**src/rtl/au_pkg.sv**
```systemverilog
// Shared encodings and helpers for the arithmetic-unit issue/capture stage.
package au_pkg;

    localparam logic [1:0] SEL_ADD = 2'b00;
    localparam logic [1:0] SEL_SUB = 2'b01;
    localparam logic [1:0] SEL_BCD = 2'b10;
    localparam logic [1:0] SEL_CLA = 2'b11;

    localparam logic [3:0] BCD_MAX = 4'd9;

    typedef enum logic {
        ST_IDLE = 1'b0,
        ST_EXEC = 1'b1
    } state_e;

    // A BCD add with a non-decimal digit on either operand is flagged, not blocked.
    function automatic logic bcd_err(input logic [1:0] sel, input logic [3:0] a,
                                     input logic [3:0] b);
        return (sel == SEL_BCD) && ((a > BCD_MAX) || (b > BCD_MAX));
    endfunction

endpackage

```
**src/rtl/au_result_fifo.sv**
```systemverilog
// Small power-of-two result FIFO with registered head; empty reads as zero.
module au_result_fifo #(
    parameter int unsigned DEPTH = 2,
    parameter int unsigned EW    = 8
) (
    input  logic                       clk,
    input  logic                       rst,
    input  logic                       push,
    input  logic [EW-1:0]              push_data,
    input  logic                       pop,
    output logic [EW-1:0]              head_data,
    output logic [$clog2(DEPTH):0]     count
);

    localparam int unsigned PtrW = $clog2(DEPTH);
    localparam int unsigned CntW = PtrW + 1;

    logic [EW-1:0]   mem_q [DEPTH];
    logic [PtrW-1:0] rd_ptr_q;
    logic [PtrW-1:0] wr_ptr_q;
    logic [CntW-1:0] count_q;
    logic            do_push;
    logic            do_pop;

    assign do_push = push && (count_q < CntW'(DEPTH));
    assign do_pop  = pop && (count_q != '0);

    always_ff @(posedge clk) begin
        if (do_push) begin
            mem_q[wr_ptr_q] <= push_data;
        end
    end

    always_ff @(posedge clk) begin
        if (rst) begin
            rd_ptr_q <= '0;
            wr_ptr_q <= '0;
            count_q  <= '0;
        end else begin
            if (do_push) begin
                wr_ptr_q <= wr_ptr_q + PtrW'(1);
            end
            if (do_pop) begin
                rd_ptr_q <= rd_ptr_q + PtrW'(1);
            end
            if (do_push && !do_pop) begin
                count_q <= count_q + CntW'(1);
            end else if (do_pop && !do_push) begin
                count_q <= count_q - CntW'(1);
            end
        end
    end

    assign head_data = (count_q != '0) ? mem_q[rd_ptr_q] : '0;
    assign count     = count_q;

endmodule

```
**src/rtl/au_issue_ctrl.sv**
```systemverilog
// Issue/capture stage: holds operands on the AU for one execute cycle, then
// queues the result with its tag and BCD-error flag for a downstream consumer.
module au_issue_ctrl #(
    parameter int unsigned WIDTH = 4,
    parameter int unsigned DEPTH = 2,
    parameter int unsigned TAG_W = 2
) (
    input  logic             clk,
    input  logic             rst,
    input  logic             in_valid,
    output logic             in_ready,
    input  logic [WIDTH-1:0] in_a,
    input  logic [WIDTH-1:0] in_b,
    input  logic [1:0]       in_sel,
    input  logic [TAG_W-1:0] in_tag,
    output logic [WIDTH-1:0] au_a,
    output logic [WIDTH-1:0] au_b,
    output logic [1:0]       au_sel,
    input  logic [WIDTH-1:0] au_result,
    output logic             out_valid,
    input  logic             out_ready,
    output logic [WIDTH-1:0] out_result,
    output logic [1:0]       out_sel,
    output logic [TAG_W-1:0] out_tag,
    output logic             out_err,
    output logic [15:0]      op_count
);

    import au_pkg::*;

    localparam int unsigned EntryW = WIDTH + 2 + TAG_W + 1;
    localparam int unsigned CntW   = $clog2(DEPTH) + 1;

    state_e             state_q, state_d;
    logic [WIDTH-1:0]   a_q, b_q;
    logic [1:0]         sel_q;
    logic [TAG_W-1:0]   tag_q;
    logic               err_q;
    logic [15:0]        op_count_q;
    logic [CntW-1:0]    count;
    logic               accept;
    logic               push;
    logic               pop;
    logic [EntryW-1:0]  push_data;
    logic [EntryW-1:0]  head_data;

    // Ready depends only on registered state, never on in_valid or out_ready.
    assign in_ready = (state_q == ST_IDLE) && (count < CntW'(DEPTH));
    assign accept   = in_valid && in_ready;
    assign push     = (state_q == ST_EXEC);
    assign pop      = out_valid && out_ready;

    always_comb begin
        state_d = state_q;
        unique case (state_q)
            ST_IDLE: if (accept) state_d = ST_EXEC;
            ST_EXEC: state_d = ST_IDLE;
            default: state_d = ST_IDLE;
        endcase
    end

    always_ff @(posedge clk) begin
        if (rst) begin
            state_q    <= ST_IDLE;
            a_q        <= '0;
            b_q        <= '0;
            sel_q      <= SEL_ADD;
            tag_q      <= '0;
            err_q      <= 1'b0;
            op_count_q <= '0;
        end else begin
            state_q <= state_d;
            if (accept) begin
                a_q   <= in_a;
                b_q   <= in_b;
                sel_q <= in_sel;
                tag_q <= in_tag;
                err_q <= bcd_err(in_sel, in_a[3:0], in_b[3:0]);
            end
            if (push) begin
                op_count_q <= op_count_q + 16'd1;
            end
        end
    end

    assign push_data = {au_result, sel_q, tag_q, err_q};

    au_result_fifo #(
        .DEPTH (DEPTH),
        .EW    (EntryW)
    ) u_fifo (
        .clk       (clk),
        .rst       (rst),
        .push      (push),
        .push_data (push_data),
        .pop       (pop),
        .head_data (head_data),
        .count     (count)
    );

    assign au_a      = a_q;
    assign au_b      = b_q;
    assign au_sel    = sel_q;
    assign out_valid = (count != '0);
    assign {out_result, out_sel, out_tag, out_err} = head_data;
    assign op_count  = op_count_q;

endmodule

```
**config.mk**
```make
export PLATFORM = sky130hd
export DESIGN_NAME = au_issue_ctrl
export DESIGN_NICKNAME = d
export VERILOG_FILES = /design/src/rtl/au_pkg.sv /design/src/rtl/au_result_fifo.sv /design/src/rtl/au_issue_ctrl.sv
export SDC_FILE = /design/constraint.sdc
export NUM_CORES = 1
export LEC_CHECK = 0
export CAP_MARGIN = 5
export CORE_UTILIZATION = 43
export CTS_CLUSTER_DIAMETER = 60
export DETAILED_ROUTE_END_ITERATION = 16
export GPL_TIMING_DRIVEN = 0
export PLACE_DENSITY = 0.73
export SLEW_MARGIN = 5
export SYNTH_ARGS = -nofsm -noshare
export SYNTH_HDL_FRONTEND = slang
export SYNTH_SLANG_ARGS = --single-unit
```
**constraint.sdc**
```tcl
create_clock -name clk -period 1.6 [get_ports clk]
set_input_delay 0.4 -clock clk [delete_from_list [all_inputs] [get_ports clk]]
set_output_delay 0.4 -clock clk [all_outputs]
set_load 0.02 [all_outputs]
```
; ---- After elaboration in Yosys (flattened, before gate mapping)
; Memory sizes are Yosys's and may differ from the RTL's. A register that Yosys moved wholly into a read port is not among the register bits.
; Index checks and enable logic that the tools add are counted.
[classes]
addsub = 5
order_cmp = 3
eq_ne = 1
n_mux = 9
bitwise_logic = 1
reduce_logical = 13
[op_table]
columns = op, n
row1 = $add 16x1->16 const B, 1
row2 = $mux 9, 1
row3 = $gt 4x4->1 const B, 2
row4 = $logic_and 1x1->1, 8
row5 = $mux 1, 5
row6 = $mux 2, 2
row7 = $reduce_bool 2->1, 2
row8 = $add 1x1->1 const B, 2
row9 = $add 2x1->2 const B, 1
row10 = $eq 2x2->1 const B, 1
row11 = $logic_not 1->1, 2
row12 = $lt 2x2->1 const B, 1
row13 = $pmux 1 s2, 1
row14 = $sub 2x1->2 const B, 1
row15 = $logic_or 1x1->1, 1
row16 = $not 1->1, 1
[word_totals]
reg_bits = 34
ramBits = 18
in_bits = 20
out_inout_bits = 37
wordCells = 43
memories = 1
[memory_table]
columns = name, depth, width, read_ports, rd_clocked_by_memory_dff, wr, line
row1 = u_fifo.mem_q, 2, 9, 1, 1, 1, au_result_fifo.sv:18  ; logic [EW-1:0] mem_q [DEPTH];

; ---- Longest topological paths before layout
; Gate-level depths: netlist of the first run.
[depth]
ltp_word = 6
mapped_depth = 6
mapped_depth_nobuf = 5

; ---- By module
; From an unflattened synthesis of the first run, not the netlist that was laid out.
[hier_totals]
hier_cells = 208
hier_area_um2 = 2119.5
[by_module_without_submodules]
columns = mod, n_inst, cells_per_inst, area_each_um2, seq_area_each_um2
row1 = au_issue_ctrl, 1, 149, 1243.7, 600.6
row2 = au_result_fifo, 1, 59, 875.8, 640.6

; ---- Least setup slack after synthesis of the first run
; OpenSTA, ideal clock, no wires.
[synth_timing]
path_type = flip-flop to flip-flop
start = register op_count_q[0] (netlist: op_count[0])
end = register op_count_q[12] (netlist: op_count[12])
setup_time_ns = 0.123
arrival_time_ns = 1.499
required_time_ns = 1.477
setup_slack_ns = -0.022
path_stages_with_launch = 5
n_path_buf = 0
synth_period_minus_slack_ns = 1.622
cell_sequence = dfxtp_1 -> ha_1 -> nand2_2 -> nor4_2 -> mux2_1
[synth_via]
elab_chain_len = 1
[synth_rtl]
columns = element, line
row1 = "start, declared", au_issue_ctrl.sv:39  ; logic [15:0] op_count_q;
row2 = "start signal, assigned", au_issue_ctrl.sv:81  ; op_count_q <= op_count_q + 16'd1;
row3 = $add 16x1->16, au_issue_ctrl.sv:81
; No other way between the ends.
; A chain may end at the register's enable or synchronous reset.

==> results.md, run 1 <==
* Status: finished with violations
* Failing checks: setup timing
* Pwr dens at 1150 nW/µm²
* Launch point of the worst hold path: au_a[0]$_SDFFE_PP0P_
* Setup WS pre-CTS at -0.442 ns
* Clock Sinks at 53
* Area of the multi-input gates at 943 µm²
* Root Driver: clkbuf_8
* Sequential-to-total area share from yosys stat at 0.565
* Synthesized Nets at 232
* Yosys reg bits at 53
* Initial Util at 0.456
* Lkg Pwr at around 0.0012 µW
* Gr usage total at 0.176
* Vias at 1710
* Hold slack final at 0.458 ns
* Vias per cell at roughly 5
* Worst Path Class, Setup: reg2out
* Die width at 73.5 µm
* Hold Path Sink: au_a[0]$_SDFFE_PP0P_
* Setup violations, final at 1
* CTS tree: done
* Met2 wire length at 2230 µm
* Initial antenna violation count at 0
* Post-Route M1 WL at 1980 µm
* Inserted Diodes at 0
* Final min period at 1.60 ns
* Most common cell after layout, fill and taps aside: nand2_1
* Reg2reg start: u_fifo.count[1]$_SDFFE_PP0P_
* RR Endpoint: u_fifo.count[1]$_SDFFE_PP0P_
* Worst rel slew slack at 0.718
* IO Port Bufs at 56
* Hold/Removal Path Class: reg2reg
* Vias in the first global route at 1571
* R2R setup slack at 0.07 ns
* Core region area at 4820 µm²
* Synth warn at 0
* Period utilisation layout at 1.00
* Fill count at 437
* Wire per inst at around 13 µm
* Setup WS post-layout at -0.00124 ns
* Post-layout nets at 303
* Most frequent cells in the layout: nand2_1, dlygate4sd2_1, nor2_1, dfxtp_1, a21oi_1
* Achievable frequency at 625 MHz
* R2r worst-path depth at 4
* Share of cells above drive strength 1 at 0.216
* DR top layer: met4
* Metal3 WL at 206 µm
* Critical Path Sink Type: output pin
* Post-DP HPWL at 2960 µm
* Mapped Area at 2200 µm²
* RSZ-0062 raised after global routing: true
* Largest net degree at the start of global routing at 19
* Post-Route WL at ~4400 µm
* Antenna Nets Post-Route at 0
* Initial DRC count at 58
* CTS Buffer Depth at 2
* Critical Path RT at 1.20 ns
* Dpl cell area at 2840 µm²
* Max Cap Viol at 0
* Syn Area/Cell at between 10 and 15 µm²
* H-tree depth at 2
* Total die area at 5400 µm²
* Slew of the pin with the lowest slew margin at 0.423 ns
* Fin Clk Skew at 0.00650 ns
* DRC Markers at 0
* IO Pins at 57
* Cell count after synthesis at 210
* First-pass GRT wire length at 7250 µm
* Pins Over Slew Limit at 0
* Reg area at 1260 µm²
* Synth cell types at 32
* Hold buffers post-CTS at 0
* GRT Residual Overflow at 0
* Peak VDD IR at approximately 0.47 mV
* Fin Setup TNS at -0.00124 ns
* Hold Crit Depth at 2
* P&R area growth vs syn at 37.2%
* GP Congestion at roughly 0.74
* CP Launch Type: flop
* Final Hold Fails at 0
* CTS Buf Count at 5
* Design area at between 3000 and 4000 µm²
* Crit path DAT at ~1.2 ns
* Cell Rows at 25
* Crit path max fanout at 5
* DR pass1 iterations at 4
* Reg clk slew, reported paths at 0.10 ns
* Clock latency at the later pin of the worst-skew pair at 0.31 ns
* Chip Height at 73.5 µm
flip-flops by register name (all words and copies together), names as in the netlist, named ones only:
name / cells
tag_q: 2
op_count: 16
err_q: 1
push: 1
u_fifo.count: 2
au_sel: 2
u_fifo.mem_q: 18
au_b: 4
au_a: 4
u_fifo.wr_ptr_q: 1
u_fifo.rd_ptr_q: 1
repair_timing:
item / in CTS / in global routing
pin swaps: 1 / 0
endpoints found under the setup margin: 63 / 37
setup buffers: 2 / 5
gates resized for setup: 88 / 19
gates cloned: 1 / 0
cells by family (layout without fill, tap and decap cells):
kind of cell / after synthesis / count (layout) / synth area share
simple gates: 87 / 87 / 0.211
flops: 53 / 53 / 0.565
compound gates: 31 / 31 / 0.0781
mux: 15 / 15 / 0.0712
buf+inv: 14 / 86 / 0.0308
xor+xnor: 8 / 8 / 0.0319
fa+ha+maj: 2 / 2 / 0.0114
per-stage QoR:
stage / power, µW / instances / utilization
CTS: 3470 / 344 / 0.607
detailed placement: 2670 / 333 / 0.590
global route: 3690 / 349 / 0.625
global placement: 2650 / 333 / 0.590
floorplan: 2230 / 210 / -
finish: 3470 / 349 / 0.625
worst max-delay path: stages, from the launching register on:
cell and delay (ns):
dfxtp_2 0.36, buf_6 0.13, mux2i_1 0.18, nor2_1 0.06, buf_2 0.15
cells in the mapped netlist:
| library cell | instances | area [µm²] |
|---|---|---|
| a2111o_1 | 1 | 11.3 |
| a21oi_1 | 20 | 100 |
| and2_1 | 1 | 6.26 |
| buf_2 | 3 | 15.0 |
| buf_4 | 1 | 7.51 |
| buf_6 | 1 | 11.3 |
| clkbuf_1 | 5 | 18.8 |
| dfxtp_1 | 35 | 701 |
| edfxtp_1 | 18 | 541 |
| ha_1 | 2 | 25.0 |
| inv_1 | 4 | 15.0 |
| mux2_1 | 5 | 56.3 |
| mux2i_1 | 10 | 100 |
| nand2_1 | 28 | 105 |
| nand2_2 | 1 | 6.26 |
| nand3_1 | 3 | 15.0 |
| nand3_2 | 1 | 10.0 |
| nand4_1 | 4 | 25.0 |
| nand4_2 | 1 | 12.5 |
| nand4_4 | 1 | 21.3 |
| nor2_1 | 26 | 97.6 |
| nor2b_1 | 7 | 43.8 |
| nor3b_1 | 1 | 7.51 |
| nor4_1 | 1 | 6.26 |
| nor4_2 | 4 | 50.1 |
| o21ai_0 | 6 | 30.0 |
| o31ai_1 | 4 | 30.0 |
| or3_1 | 3 | 18.8 |
| or3b_1 | 1 | 8.76 |
| or4_1 | 4 | 30.0 |
| xnor2_1 | 2 | 17.5 |
| xor2_1 | 6 | 52.6 |
how the worst max path moves through the flow:
| stage | startpoint | to | slack, ns | cells past startpoint |
|---|---|---|---|---|
| final | flop | out_err | -0.001 | 4 |
| after global routing | flop | out_sel[1] | -0.09 | 4 |
| after CTS | flop | out_err | -0.03 | 4 |
| after detailed placement | u_fifo.count[1]$_SDFFE_PP0P_ | out_err | -0.44 | 3 |
| after global placement | u_fifo.count[1]$_SDFFE_PP0P_ | out_err | -0.40 | 3 |
| after floorplan | push$_SDFF_PP0_ | u_fifo.mem_q[0][0]$_DFFE_PP_ | 0.01 | 3 |
routing by layer:
metal,up-vias,global-route usage
met5,-,0
met4,0,0.0769
met3,2,0.0343
met2,38,0.298
met1,792,0.219
li1,878,-
power breakdown:
group | total, µW | leakage, µW | switching (µW) | internal (µW)
Clock | 773 | 0.0000423 | 455 | 319
Combinational | 1050 | 0.000742 | 578 | 468
Sequential | 1650 | 0.000457 | 103 | 1550
area by class of cell:
type,instances,share of cell area
inverter,4,0.00498
tap,67,0.0278
timing repair buffer,64,0.180
buffer,10,0.0237
multi-input combinational,143,0.313
sequential,53,0.419
clock buffer,5,0.0228
clock inverter,3,0.00872
(Power assumes the default switching activity.)
==> inputs of run 2 (changes only) <==
- CORE_UTILIZATION: 43 -> 40
- PLACE_DENSITY: 0.73 -> 0.68
- SLEW_MARGIN: 5 -> not set
==> results.md, run 2 (same netlist as run 1, synthesis figures left out) <==
* Status: finished clean
* Total chip power at 3520 µW
* Final Hold Fails at 0
* Post-layout nets at 303
* DRC Markers at 0
* Final min period at roughly 1.6 ns
* CP max-delay cell: dfxtp_2
* Achievable frequency at approximately 630 MHz
* Reg2reg start: push$_SDFF_PP0_
* CP Launch Type: flop
* Initial Util at 0.422
* Design area at 3050 µm²
* Critical Path Sink Type: output pin
* Hold/Removal Path Class: reg2reg
* Worst rel slew slack at 0.711
* Lkg Pwr at approximately 0.0013 µW
* IO Port Bufs at 56
* Setup violations, final at 0
* Root Driver: clkbuf_8
* CTS Buf Count at 5
* Largest net degree at the start of global routing at 19
* P&R area growth vs syn at 38.9%
* Pins Over Slew Limit at 0
* Peak VDD IR at 0.487 mV
* IO Pins at 57
* Share of cells above drive strength 1 at 0.223
* Most common cell after layout, fill and taps aside: nand2_1
* Clock Sinks at 53
* Fin Clk Skew at 0.00624 ns
* Initial antenna violation count at 0
* Pwr dens at 1150 nW/µm²
* Setup WS pre-CTS at -0.427 ns
* Gr usage total at 0.166
* Setup WS post-layout at 0.0133 ns
* Register with the most flip-flops: u_fifo.mem_q
* RSZ-0062 raised after global routing: true
* First-pass GRT wire length at 7710 µm
* Clock latency at the later pin of the worst-skew pair at 0.31 ns
* Dpl cell area at 2850 µm²
* Reg clk slew, reported paths at 0.10 ns
* Initial DRC count at 75
* Crit path DAT at 1.19 ns
* Max Cap Viol at 0
* GP Congestion at ~0.77
* Total die area at 5790 µm²
* Crit path max fanout at 5
* Vias in the first global route at 1620
* Core region area at approximately 5200 µm²
* CTS tree: done
* Critical Path RT at 1.20 ns
* DR pass1 iterations at 4
* Period utilisation layout at 0.992
* Post-Route WL at approximately 4700 µm
* Fin Setup TNS at 0 ns
* Inserted Diodes at 0
* Die width at roughly 76 µm
* Worst Path Class, Setup: reg2out
* Vias at about 1700
* Antenna Nets Post-Route at 0
* Cell Rows at 26
* Vias per cell at 4.92
* Crit-path leading delay family: flip-flops
* Worst path cell trace: buf_6 -> mux2i_1 -> nor2_1 -> buf_2
* GRT Residual Overflow at 0
* Wire per inst at 13.4 µm
* H-tree depth at 2
* Number of flip-flops under the largest register name at 18
* Worst path bufs/invs at 2
* Slew of the pin with the lowest slew margin at 0.433 ns
* Chip Height at 76.1 µm
* CTS Buffer Depth at 2
* Launch point of the worst hold path: au_b[2]$_SDFFE_PP0P_
* Slowest stage delay, CP at 0.35 ns
* Post-DP HPWL at 3010 µm
* Most frequent cells in the layout: nand2_1, dfxtp_1, dlygate4sd2_1
==> run 2: changes by cell type in the layout (fill, tap and decap cells not counted), sizes merged <==
cell | previous run | this run
clkinvlp | 2 | 1
clkinv | 0 | 1
==> run 2: routing by layer <==
metal | vias to the layer above | track usage | share of wire
li1 | 880 | - | -
met1 | 809 | 0.209 | 0.46
met2 | 39 | 0.274 | 0.48
met5 | - | 0 | 0
met3 | 5 | 0.0371 | 0.048
met4 | 0 | 0.0750 | 0.016
==> run 2: worst paths after layout <==
check | slack (ns) | to | depth (start not counted)
worst min register to register | 0.46 | au_b[2]$_SDFFE_PP0P_ | 2
worst max-delay path | 0.01 | out_err | 4
worst min-delay path | 0.46 | au_b[2]$_SDFFE_PP0P_ | 2
worst max register to register | 0.07 | op_count[14]$_SDFFE_PP0P_ | 5
==> run 2: tightest hold or removal path, cell delays in order (launching register included) <==
cell and delay [ns]:
dfxtp_1 0.32, nand2_1 0.05, a21oi_1 0.05
==> run 2: cell type report <==
class / instances / area [µm²]
Inverter: 4 / 15.0
Timing Repair Buffer: 64 / 551
Tap cell: 70 / 87.6
Sequential cell: 53 / 1260
Fill cell: 484 / 2160
Buffer: 10 / 67.6
Multi-Input combinational cell: 143 / 975
Clock inverter: 3 / 25.0
Clock buffer: 5 / 68.8
==> run 2: through the flow <==
stage | utilization | hold WS (ns) | instances
floorplan | - | 0.425 | 210
finish | 0.586 | 0.462 | 352
global placement | 0.547 | 0.433 | 336
detailed placement | 0.547 | 0.444 | 336
CTS | 0.567 | 0.462 | 349
global route | 0.586 | 0.477 | 352
==> run 2: report_power, final <==
group          internal (µW)  switching (µW)
registers               1550            95.1
clock network            317             463
logic                    494             602
total                   2360            1160
==> run 2: timing repair <==
| item | CTS | global route |
|---|---|---|
| pin swaps | 1 | 2 |
| resized for setup | 89 | 24 |
| setup endpoints to repair | 75 | 23 |
| gates cloned | 1 | 0 |
| hold buffers | 0 | 0 |
| buffers inserted | 4 | 4 |
==> inputs of run 3 (changes only) <==
- GPL_TIMING_DRIVEN: 0 -> not set
==> results.md, run 3 (same netlist as run 1, synthesis figures left out) <==
* Final Hold Fails at 0
* CP max-delay cell: dfxtp_4
* Pins Over Slew Limit at 0
* Dpl cell area at between 2000 and 3000 µm²
* Total die area at 5790 µm²
* R2r worst-path depth at 5
* Worst rel slew slack at 0.812
* Number of flip-flops under the largest register name at 18
* Hold Crit Depth at 2
* Fin Clk Skew at 0.00675 ns
* Vias in the first global route at ~1600
* Status: finished with violations
* R2R setup slack at 0.08 ns
* Gr usage total at 0.160
* Wire per inst at 12.2 µm
* P&R area growth vs syn at 38.5%
* CTS tree: done
* Design area at roughly 3000 µm²
* Max Cap Viol at 0
* Clock latency at the later pin of the worst-skew pair at 0.31 ns
* GRT Residual Overflow at 0
* IO Pins at 57
* Vias per cell at 4.85
* Core region area at approximately 5200 µm²
* Reg clk slew, reported paths at 0.10 ns
* Initial DRC count at 53
* Fin Setup TNS at -0.0308 ns
* Initial Util at 0.422
* Worst path bufs/invs at 2
* Worst path cell trace: buf_6 -> mux2i_1 -> nor2_1 -> buf_4
* IO Port Bufs at 56
* DR pass1 iterations at 4
* First-pass GRT wire length at 7360 µm
* Post-layout nets at 309
* Final min period at 1.62 ns
* Initial antenna violation count at 0
* Critical Path Sink Type: output pin
* Worst Path Class, Setup: reg2out
* Largest net degree at the start of global routing at 22
* Lkg Pwr at roughly 0.0013 µW
* CTS Buf Count at 5
* Chip Height at 76.1 µm
* RSZ-0062 raised after global routing: true
* Post-Route M1 WL at approximately 2100 µm
* Achievable frequency at 615 MHz
* Critical Path RT at 1.20 ns
* Register with the most flip-flops: u_fifo.mem_q
* Post-Route WL at around 4400 µm
* Die width at 76.1 µm
* Hold slack final at 0.456 ns
* Pwr dens at 1150 nW/µm²
* Share of cells above drive strength 1 at 0.205
* CTS Buffer Depth at 2
* Period utilisation layout at 1.02
* Crit path max fanout at 4
* Root Driver: clkbuf_8
* Slew of the pin with the lowest slew margin at 0.280 ns
* Crit-path leading delay family: flip-flops
* Met2 wire length at 2020 µm
* CP Launch Type: flop
* Failing checks: setup timing
* Setup violations, final at 2
* GP Congestion at 0.737
* Setup WS post-layout at -0.0247 ns
* Antenna Nets Post-Route at 0
* Metal3 WL at 165 µm
* Peak VDD IR at 0.463 mV
* DRC Markers at 0
* H-tree depth at 2
* Number of cells on the critical path at 4
* Inserted Diodes at 0
* Clock Sinks at 53
* Most frequent cells in the layout: nand2_1, dfxtp_1, dlygate4sd2_1
* DR top layer: met4
* Post-DP HPWL at about 3000 µm
* Hold buffers post-CTS at 0
* Crit path DAT at 1.22 ns
* Vias at ~1700
* Hold/Removal Path Class: reg2reg
* Slowest stage delay, CP at 0.37 ns
* Cell Rows at 26
run 3: cell types whose count changed in the layout (fill, tap and decap cells not counted), moves of 2 or more:
cell	change
buf_12	+2
buf_4	+11
buf_6	-3
clkbuf_2	-4
dfxtp_1	+2
dfxtp_4	-2
ha_1	+2
nor2b_1	+2
nor2b_4	-2
run 3: final timing paths:
check / start / end
worst max register to register: u_fifo.count[1]$_SDFFE_PP0P_ / u_fifo.count[1]$_SDFFE_PP0P_
worst min-delay path: au_a[0]$_SDFFE_PP0P_ / au_a[0]$_SDFFE_PP0P_
worst min register to register: au_a[0]$_SDFFE_PP0P_ / au_a[0]$_SDFFE_PP0P_
worst max-delay path: flop / out_sel[1]
run 3: area by class of cell:
| class | instances | area [µm²] |
|---|---|---|
| Clock buffer | 5 | 68.8 |
| Clock inverter | 3 | 25.0 |
| Fill cell | 493 | 2160 |
| Inverter | 4 | 15.0 |
| Multi-Input combinational cell | 143 | 901 |
| Sequential cell | 53 | 1250 |
| Tap cell | 70 | 87.6 |
| Timing Repair Buffer | 80 | 692 |
run 3: routing by layer:
metal  track usage  up-vias
li1              -      888
met1         0.205      806
met2         0.260       37
met3        0.0371        6
met4        0.0692        0
met5             0        -
run 3: what timing repair did:
action                                 CTS  global route
buffers inserted                         5             0
endpoints found under the hold margin    0             0
setup endpoints to repair               37            14
cloned                                   0             0
resized for setup                       76             5
pin swaps                                1             0
run 3: metrics by stage:
step	power [µW]	worst slack (ns)	util	instances
3_3_place_gp	2730	-0.284	0.569	345
6_report	3490	-0.0247	0.584	358
5_1_grt	3690	-0.0987	0.584	358
2_1_floorplan	2230	0.0138	-	210
4_1_cts	3530	-0.0183	0.583	358
3_5_place_dp	2750	-0.294	0.569	345
run 3: power by group:
part           switching, µW  internal, µW  total, µW
clock network            457           319        776
logic                    581           502       1080
registers               86.0          1550       1630
run 3: worst register-to-register path: cells and delay by family (launching register included):
kind / cells / cell delay [ns]
DFF: 1 / 0.34
AOI/OAI and AO/OA: 2 / 0.34
and+or+nand+nor: 1 / 0.34
adders and majority gates: 1 / 0.27
buffers and inverters: 1 / 0.15
